### src/rtl/fp_pkg.sv
// Shared constants and state encoding for the compressed floating-point code
// used by the encoder and the decoder.
package fp_pkg;

  localparam int WIDTH = 12;
  localparam int EXP_W = 3;
  localparam int SIG_W = 4;

  // Largest representable magnitude: full significand shifted by the top exponent.
  localparam int MAX_MAG = ((1 << SIG_W) - 1) << ((1 << EXP_W) - 1);

  typedef enum logic [1:0] {
    ST_IDLE   = 2'd0,
    ST_SHIFT  = 2'd1,
    ST_FINISH = 2'd2
  } state_e;

endpackage

### src/rtl/fp_to_linear_decoder.sv
// Expands a sign/exponent/significand code into a two's-complement linear value
// using one left shift per clock, with a start/busy/done handshake.
module fp_to_linear_decoder
  import fp_pkg::*;
#(
  parameter int WIDTH = fp_pkg::WIDTH,
  parameter int EXP_W = fp_pkg::EXP_W,
  parameter int SIG_W = fp_pkg::SIG_W
) (
  input  logic             clk,
  input  logic             rst,
  input  logic             start,
  input  logic             sign_in,
  input  logic [EXP_W-1:0] exp_in,
  input  logic [SIG_W-1:0] sig_in,
  output logic             busy,
  output logic             done,
  output logic [WIDTH-1:0] value
);

  state_e             state_q;
  logic [WIDTH-1:0]   mag_q;
  logic [EXP_W-1:0]   cnt_q;
  logic               sgn_q;
  logic               busy_q;
  logic               done_q;
  logic [WIDTH-1:0]   value_q;

  // Conversion FSM; busy, done and value are all registered alongside the state.
  always_ff @(posedge clk or posedge rst) begin
    if (rst) begin
      state_q <= ST_IDLE;
      mag_q   <= {WIDTH{1'b0}};
      cnt_q   <= {EXP_W{1'b0}};
      sgn_q   <= 1'b0;
      busy_q  <= 1'b0;
      done_q  <= 1'b0;
      value_q <= {WIDTH{1'b0}};
    end else begin
      done_q <= 1'b0;
      case (state_q)
        ST_IDLE: begin
          if (start) begin
            mag_q   <= {{(WIDTH-SIG_W){1'b0}}, sig_in};
            cnt_q   <= exp_in;
            sgn_q   <= sign_in;
            busy_q  <= 1'b1;
            state_q <= ST_SHIFT;
          end else begin
            busy_q  <= 1'b0;
            state_q <= ST_IDLE;
          end
        end
        ST_SHIFT: begin
          if (cnt_q == {EXP_W{1'b0}}) begin
            state_q <= ST_FINISH;
          end else begin
            mag_q <= mag_q << 1;
            cnt_q <= cnt_q - {{(EXP_W-1){1'b0}}, 1'b1};
          end
        end
        ST_FINISH: begin
          // Negating zero yields zero, so negative zero needs no special case.
          value_q <= sgn_q ? (~mag_q + {{(WIDTH-1){1'b0}}, 1'b1}) : mag_q;
          done_q  <= 1'b1;
          busy_q  <= 1'b0;
          state_q <= ST_IDLE;
        end
        default: begin
          busy_q  <= 1'b0;
          state_q <= ST_IDLE;
        end
      endcase
    end
  end

  assign busy  = busy_q;
  assign done  = done_q;
  assign value = value_q;

endmodule
### config.mk
export PLATFORM = sky130hd
export DESIGN_NAME = fp_to_linear_decoder
export DESIGN_NICKNAME = d
export VERILOG_FILES = /design/src/rtl/fp_pkg.sv /design/src/rtl/fp_to_linear_decoder.sv
export SDC_FILE = /design/constraint.sdc
export NUM_CORES = 1
export LEC_CHECK = 0
export CAP_MARGIN = 30
export CORE_MARGIN = 8
export CORE_UTILIZATION = 50
export CTS_CLUSTER_DIAMETER = 50
export CTS_CLUSTER_SIZE = 16
export DETAILED_ROUTE_END_ITERATION = 12
export PLACE_DENSITY = 0.76
export SETUP_SLACK_MARGIN = 0.2
export SYNTH_ARGS = -nofsm -noshare
export SYNTH_HDL_FRONTEND = slang
export SYNTH_SLANG_ARGS = --single-unit
### constraint.sdc
create_clock -name clk -period 2.1 [get_ports clk]
set_input_delay 0.42 -clock clk [delete_from_list [all_inputs] [get_ports clk]]
set_output_delay 0.42 -clock clk [all_outputs]
set_load 0.01 [all_outputs]
==> results of run 1 <==
[worst paths after layout]
path	startpoint	end	slack, ns	cells past startpoint
setup / recovery	mag_q[0]$_DFFE_PP0P_	value[8]$_DFFE_PP0P_	0.28	6
hold / removal	rst	value[2]$_DFFE_PP0P_	0.46	3
setup reg to reg	mag_q[0]$_DFFE_PP0P_	value[8]$_DFFE_PP0P_	0.28	6
hold reg to reg	value[7]$_DFFE_PP0P_	value[7]$_DFFE_PP0P_	0.48	2
max in group asynchronous	rst	mag_q[10]$_DFFE_PP0P_	1.36	3
min in group clk	value[7]$_DFFE_PP0P_	value[7]$_DFFE_PP0P_	0.48	2
[flip-flops by register name, indices dropped and copies added (netlist names)]
| signal | count |
|---|---|
| mag_q | 12 |
| value | 12 |
| cnt_q | 3 |
| state_q | 2 |
| busy | 1 |
| done | 1 |
| sgn_q | 1 |
[synthesized netlist by cell type]
cell type   n  area (um2)
a211o_1     1        8.76
a21boi_0    1        7.51
a21oi_1     3        15.0
and2_1      1        6.26
buf_1       1        3.75
clkbuf_1    6        22.5
dfrtp_1    32         801
ha_1        3        37.5
inv_1       7        26.3
mux2_2      1        11.3
mux2i_1     4        40.0
nand2_1    34         128
nand2b_1    3        18.8
nand3_1     9        45.0
nor2_1      3        11.3
nor2b_1     4        25.0
o211ai_1    1        7.51
o21ai_0    23         115
o21ai_1     1        5.00
o31ai_1     2        15.0
o41ai_1     1        8.76
o41ai_2     2        32.5
or2_2       2        12.5
or3_1       1        6.26
or4_4       1        11.3
or4b_4      1        13.8
xnor2_1     2        17.5
xor2_1      8        70.1
[power by group through the flow]
stage	clock [uW]	combinational, uW	sequential, uW
floorplan	0	898	1100
finish	355	1430	1130
global route	404	1610	1170
CTS	367	1380	1110
detailed placement	0	1360	1130
global placement	0	1310	1100
[worst min-delay path: cells and delay by family]
family	cells	cell delay [ns]
buffers and inverters	3	0.79
[per-stage QoR]
stage | cells | setup slack [ns]
2_1_floorplan | 158 | 0.405
3_3_place_gp | 212 | 0.246
3_5_place_dp | 212 | 0.224
4_1_cts | 220 | 0.209
5_1_grt | 221 | 0.205
6_report | 221 | 0.276
[layout make-up]
cell class	instances	area [um2]
inverters	7	26.3
clock buffers	8	58.8
repair buffers	29	278
multi-input cells	112	707
well taps	33	41.3
fillers	260	1070
flip-flops and latches	32	801
[cells by family (layout without fill, tap and decap cells)]
kind of cell | Yosys count | after routing | synth area share
AOI/OAI and AO/OA | 35 | 35 | 0.141
muxes | 5 | 5 | 0.0337
xor gates and xnor gates | 10 | 10 | 0.0575
DFF | 32 | 32 | 0.526
and+or+nand+nor | 59 | 59 | 0.182
adders and majority gates | 3 | 3 | 0.0247
buffers and inverters | 14 | 44 | 0.0345
[layer usage]
layer	part of all wire	track usage	vias up
met5	0	0	-
met4	0.019	0.0600	0
met3	0.065	0.0537	7
met2	0.48	0.202	24
met1	0.44	0.132	525
li1	-	-	593
[what timing repair did]
item / CTS / global route
endpoints found under the setup margin: 1 / 3
gates resized for setup: 1 / 5
pin swaps: 0 / 3
hold endpoints to repair: 0 / 0
buffers inserted: 0 / 1
==> results.sh, run 1 <==
export IMPL_first_global_vias=1110
export IMPL_max_freq_mhz=548
export IMPL_port_buffers=24
export IMPL_drive_gt1_frac=0.112
export IMPL_syn_area_per_cell_um2=9.64
export IMPL_critPathKind="reg2reg"
export IMPL_synthesis_nets=172
export IMPL_cts_buffers=5
export IMPL_grt_setup_unrepaired="no"
export IMPL_via_count=1149
export IMPL_dp_hpwl_mm=2.10
export IMPL_grt_overflow=0
export IMPL_setup_tns_ns=0
export IMPL_arrival_ns=2.00
export IMPL_root_buffer="clkbuf_4"
export IMPL_hold_viol=0
export IMPL_antenna_found_initial=0
export IMPL_crit_path_start_kind="register"
export IMPL_gp_congestion=0.745
export IMPL_worst_pin_slew_ns=0.724
export IMPL_design_power_total_uw=2920
export IMPL_slew_violations=0
export IMPL_critPathTopFamily="simple AND/OR/NAND/NOR gates"
export IMPL_synthDistinctLibCells=28
export IMPL_holdCritPathClass="in2async"
export IMPL_final_cell_mix="nand2_1, dfrtp_1, clkdlybuf4s50_1, o21ai_0, nand3_1"
export IMPL_viasPerCell=5.20
export IMPL_track_usage=0.123
export IMPL_crit_chain="inv_2 -> ha_4 -> or4b_4 -> o41ai_4 -> xor2_1 -> o21ai_0"
export IMPL_p_sw_frac=0.398
export IMPL_dpl_cell_area_um2=1810
export IMPL_nNetsFinal=201
export IMPL_yosysWarningCount=0
export IMPL_htree_levels=2
export IMPL_slowest_delay_ns=0.50
export IMPL_max_cap_violations=0
export IMPL_fin_crit_ns=1.82
export IMPL_ys_seq_area_frac=0.526
export IMPL_setup_violations=0
export IMPL_final_util=0.642
export IMPL_fin_area_um2=1910
export IMPL_critPathSlowestCell="or4b_4"
export IMPL_initial_utilization=0.511
export IMPL_die_area_um2=5070
export IMPL_fp_row_count=20
export IMPL_hold_buffers=0
export IMPL_die_x_um=71.2
export IMPL_clock_path_buffers=2
export IMPL_combPwrFrac=0.491
export IMPL_finClkSkew_ns=0.00676
export IMPL_ant_nets=0
export IMPL_grt_max_degree=33
export IMPL_die_y_um=71.2
export IMPL_internal_power_uw=1760
export IMPL_syn_inst=158
export IMPL_cts_tree="yes"
export IMPL_worstSkewPairLatency_ns=0.32
export IMPL_p_switching_uw=1160
export IMPL_diodes=0
export IMPL_coreArea_um2=2980
export IMPL_p_clk_frac=0.122
export IMPL_critPathMaxFanout=3
export IMPL_drc=0
export IMPL_crit_buf_inv=1
export IMPL_peakVddDrop_mv=1.01
export IMPL_synth_seq_cells=32
export IMPL_clkSinkCount=32
export IMPL_layout_commonest_cell="nand2_1"
export IMPL_routed_wl_mm=2.82
export IMPL_drtIter0Drc=75
export IMPL_syn_area_um2=1520
export IMPL_leakage_uw=0.000905
export IMPL_grt_first_pass_wirelength_mm=4.95
export IMPL_crit_path_end_kind="register"
export IMPL_ioPinCount=25
export IMPL_routed_wire_length_per_instance_um=12.8
export IMPL_cts_clk_slew_worst_paths_ns=0.09
export IMPL_holdWs_ns=0.465
export IMPL_drtPass1Iterations=4
export IMPL_required_ns=2.28
export IMPL_maxSlewHeadroom=0.517
export IMPL_power_density_nw_per_um2=1530
export IMPL_synthToLayoutAreaGrowth_pct=25.6
export IMPL_power_frac_seq=0.387
export IMPL_min_period_over_period=0.868
export IMPL_status="finished, final reports clean"
Power figures use the tool's default switching activity.
==> run 2: changes to the inputs <==
--- a/config.mk
+++ b/config.mk
@@ -11,7 +11,7 @@
 export CTS_CLUSTER_DIAMETER = 50
 export CTS_CLUSTER_SIZE = 16
 export DETAILED_ROUTE_END_ITERATION = 12
-export PLACE_DENSITY = 0.76
+export PLACE_DENSITY = 0.85
 export SETUP_SLACK_MARGIN = 0.2
 export SYNTH_ARGS = -nofsm -noshare
 export SYNTH_HDL_FRONTEND = slang
==> run 2 against run 1 <==
  * Via count is 2.7% higher
  * Flip-flop and latch count stayed put
  * Critical path depth stayed put
  * Worst hold slack better by 0.0071 ns
  * Critical endpoint unchanged
  * Largest power group unchanged
==> results.sh, run 2 (synthesis gave the netlist of run 1 again) <==
export IMPL_clock_path_buffers=2
export IMPL_r2r_start="mag_q[0]$_DFFE_PP0P_"
export IMPL_grt_first_pass_wirelength_mm=5.44
export IMPL_routed_wire_length_per_instance_um=14.6
export IMPL_status="finished, final reports clean"
export IMPL_final_cell_mix="nand2_1, dfrtp_1, clkdlybuf4s50_1, o21ai_0, nand3_1"
export IMPL_cts_buffers=5
export IMPL_coreArea_um2=2980
export IMPL_layout_commonest_cell="nand2_1"
export IMPL_synthToLayoutAreaGrowth_pct=25.1
export IMPL_max_cap_violations=0
export IMPL_die_y_um=71.2
export IMPL_worstSkewPairLatency_ns=0.32
export IMPL_holdCritPathClass="in2async"
export IMPL_worst_pin_slew_ns=0.762
export IMPL_arrival_ns=2.00
export IMPL_htree_levels=2
export IMPL_fin_area_um2=1910
export IMPL_fp_row_count=20
export IMPL_crit_path_end_kind="register"
export IMPL_nNetsFinal=202
export IMPL_crit_path_start_kind="register"
export IMPL_cts_tree="yes"
export IMPL_grt_max_degree=33
export IMPL_setup_violations=0
export IMPL_critPathKind="reg2reg"
export IMPL_routed_wl_mm=3.24
export IMPL_critPathMaxFanout=3
export IMPL_ioPinCount=25
export IMPL_max_freq_mhz=551
export IMPL_viasPerCell=5.32
export IMPL_peakVddDrop_mv=0.928
export IMPL_gp_congestion=0.777
export IMPL_port_buffers=24
export IMPL_setup_tns_ns=0
export IMPL_maxSlewHeadroom=0.492
export IMPL_antenna_found_initial=0
export IMPL_power_density_nw_per_um2=1550
export IMPL_drive_gt1_frac=0.122
export IMPL_diodes=0
export IMPL_initial_utilization=0.511
export IMPL_fillers=267
export IMPL_required_ns=2.28
export IMPL_drtPass1Iterations=4
export IMPL_via_count=1180
export IMPL_grt_overflow=0
export IMPL_ant_nets=0
export IMPL_drc=0
export IMPL_min_period_over_period=0.865
export IMPL_root_buffer="clkbuf_4"
export IMPL_crit_start="mag_q[0]$_DFFE_PP0P_"
export IMPL_hold_viol=0
export IMPL_dp_hpwl_mm=2.36
export IMPL_dpl_cell_area_um2=1810
export IMPL_die_area_um2=5070
export IMPL_cts_clk_slew_worst_paths_ns=0.09
export IMPL_fin_crit_ns=1.82
export IMPL_hold_buffers=0
export IMPL_finClkSkew_ns=0.00878
export IMPL_clkSinkCount=32
export IMPL_track_usage=0.134
export IMPL_leakage_uw=0.000912
export IMPL_first_global_vias=1211
export IMPL_grt_setup_unrepaired="no"
export IMPL_slew_violations=0
export IMPL_r2r_slack_ns=0.28
export IMPL_die_x_um=71.2
export IMPL_drtIter0Drc=68
-- run 2: stage by stage --
stage	utilization	hold WS (ns)	setup slack, ns	total power (uW)	instances
final	0.640	0.472	0.284	2950	222
after global routing	0.640	0.519	0.196	3200	222
after CTS	0.629	0.477	0.235	2890	220
after detailed placement	0.607	0.470	0.209	2520	212
after global placement	0.607	0.461	0.324	2410	212
after floorplan	-	0.451	0.405	2000	158
-- run 2: worst paths after layout --
check	end	cells after the start
worst max register to register	value[8]$_DFFE_PP0P_	6
min in group clk	value[9]$_DFFE_PP0P_	2
worst min register to register	value[9]$_DFFE_PP0P_	2
max in group asynchronous	value[0]$_DFFE_PP0P_	3
worst min-delay path	mag_q[2]$_DFFE_PP0P_	3
worst max-delay path	value[8]$_DFFE_PP0P_	6
-- run 2: power by group --
group / total (uW) / switching [uW] / leakage (uW) / internal, uW
Clock: 358 / 193 / 0.0000326 / 165
Combinational: 1470 / 752 / 0.000463 / 719
Sequential: 1120 / 259 / 0.000416 / 865
-- run 2: repair_timing --
action,CTS,global route
setup buffers,0,2
endpoints found under the setup margin,1,4
pin swaps,0,2
cloned,0,0
gates resized for setup,1,4
-- run 2: critical path, stage by stage (launching register included) --
cell     delay, ns
dfrtp_1       0.41
inv_2         0.08
ha_2          0.19
or4b_4        0.51
o41ai_2       0.24
xor2_1        0.17
o21ai_0       0.08
-- run 2: cell type report --
class | count | area [um2] | share of cell area
Tap cell | 33 | 41.3 | 0.0217
Sequential cell | 32 | 801 | 0.420
Inverter | 7 | 26.3 | 0.0138
Timing Repair Buffer | 30 | 285 | 0.150
Multi-Input combinational cell | 112 | 693 | 0.364
Clock buffer | 8 | 58.8 | 0.0309
-- run 2: routing by layer --
layer	track usage	vias to the layer above	routed length, um
li1	-	590	-
met1	0.149	551	1390
met2	0.220	31	1580
met3	0.0565	8	213
met4	0.0508	0	61
met5	0	-	0
==> run 3: changes to the inputs <==
--- a/config.mk
+++ b/config.mk
@@ -13,6 +13,7 @@
 export DETAILED_ROUTE_END_ITERATION = 12
 export PLACE_DENSITY = 0.85
 export SETUP_SLACK_MARGIN = 0.2
+export SKIP_LAST_GASP = 1
 export SYNTH_ARGS = -nofsm -noshare
 export SYNTH_HDL_FRONTEND = slang
 export SYNTH_SLANG_ARGS = --single-unit
==> results of run 3 <==
The final DEF is identical to that of run 2; final timing and power are the same.
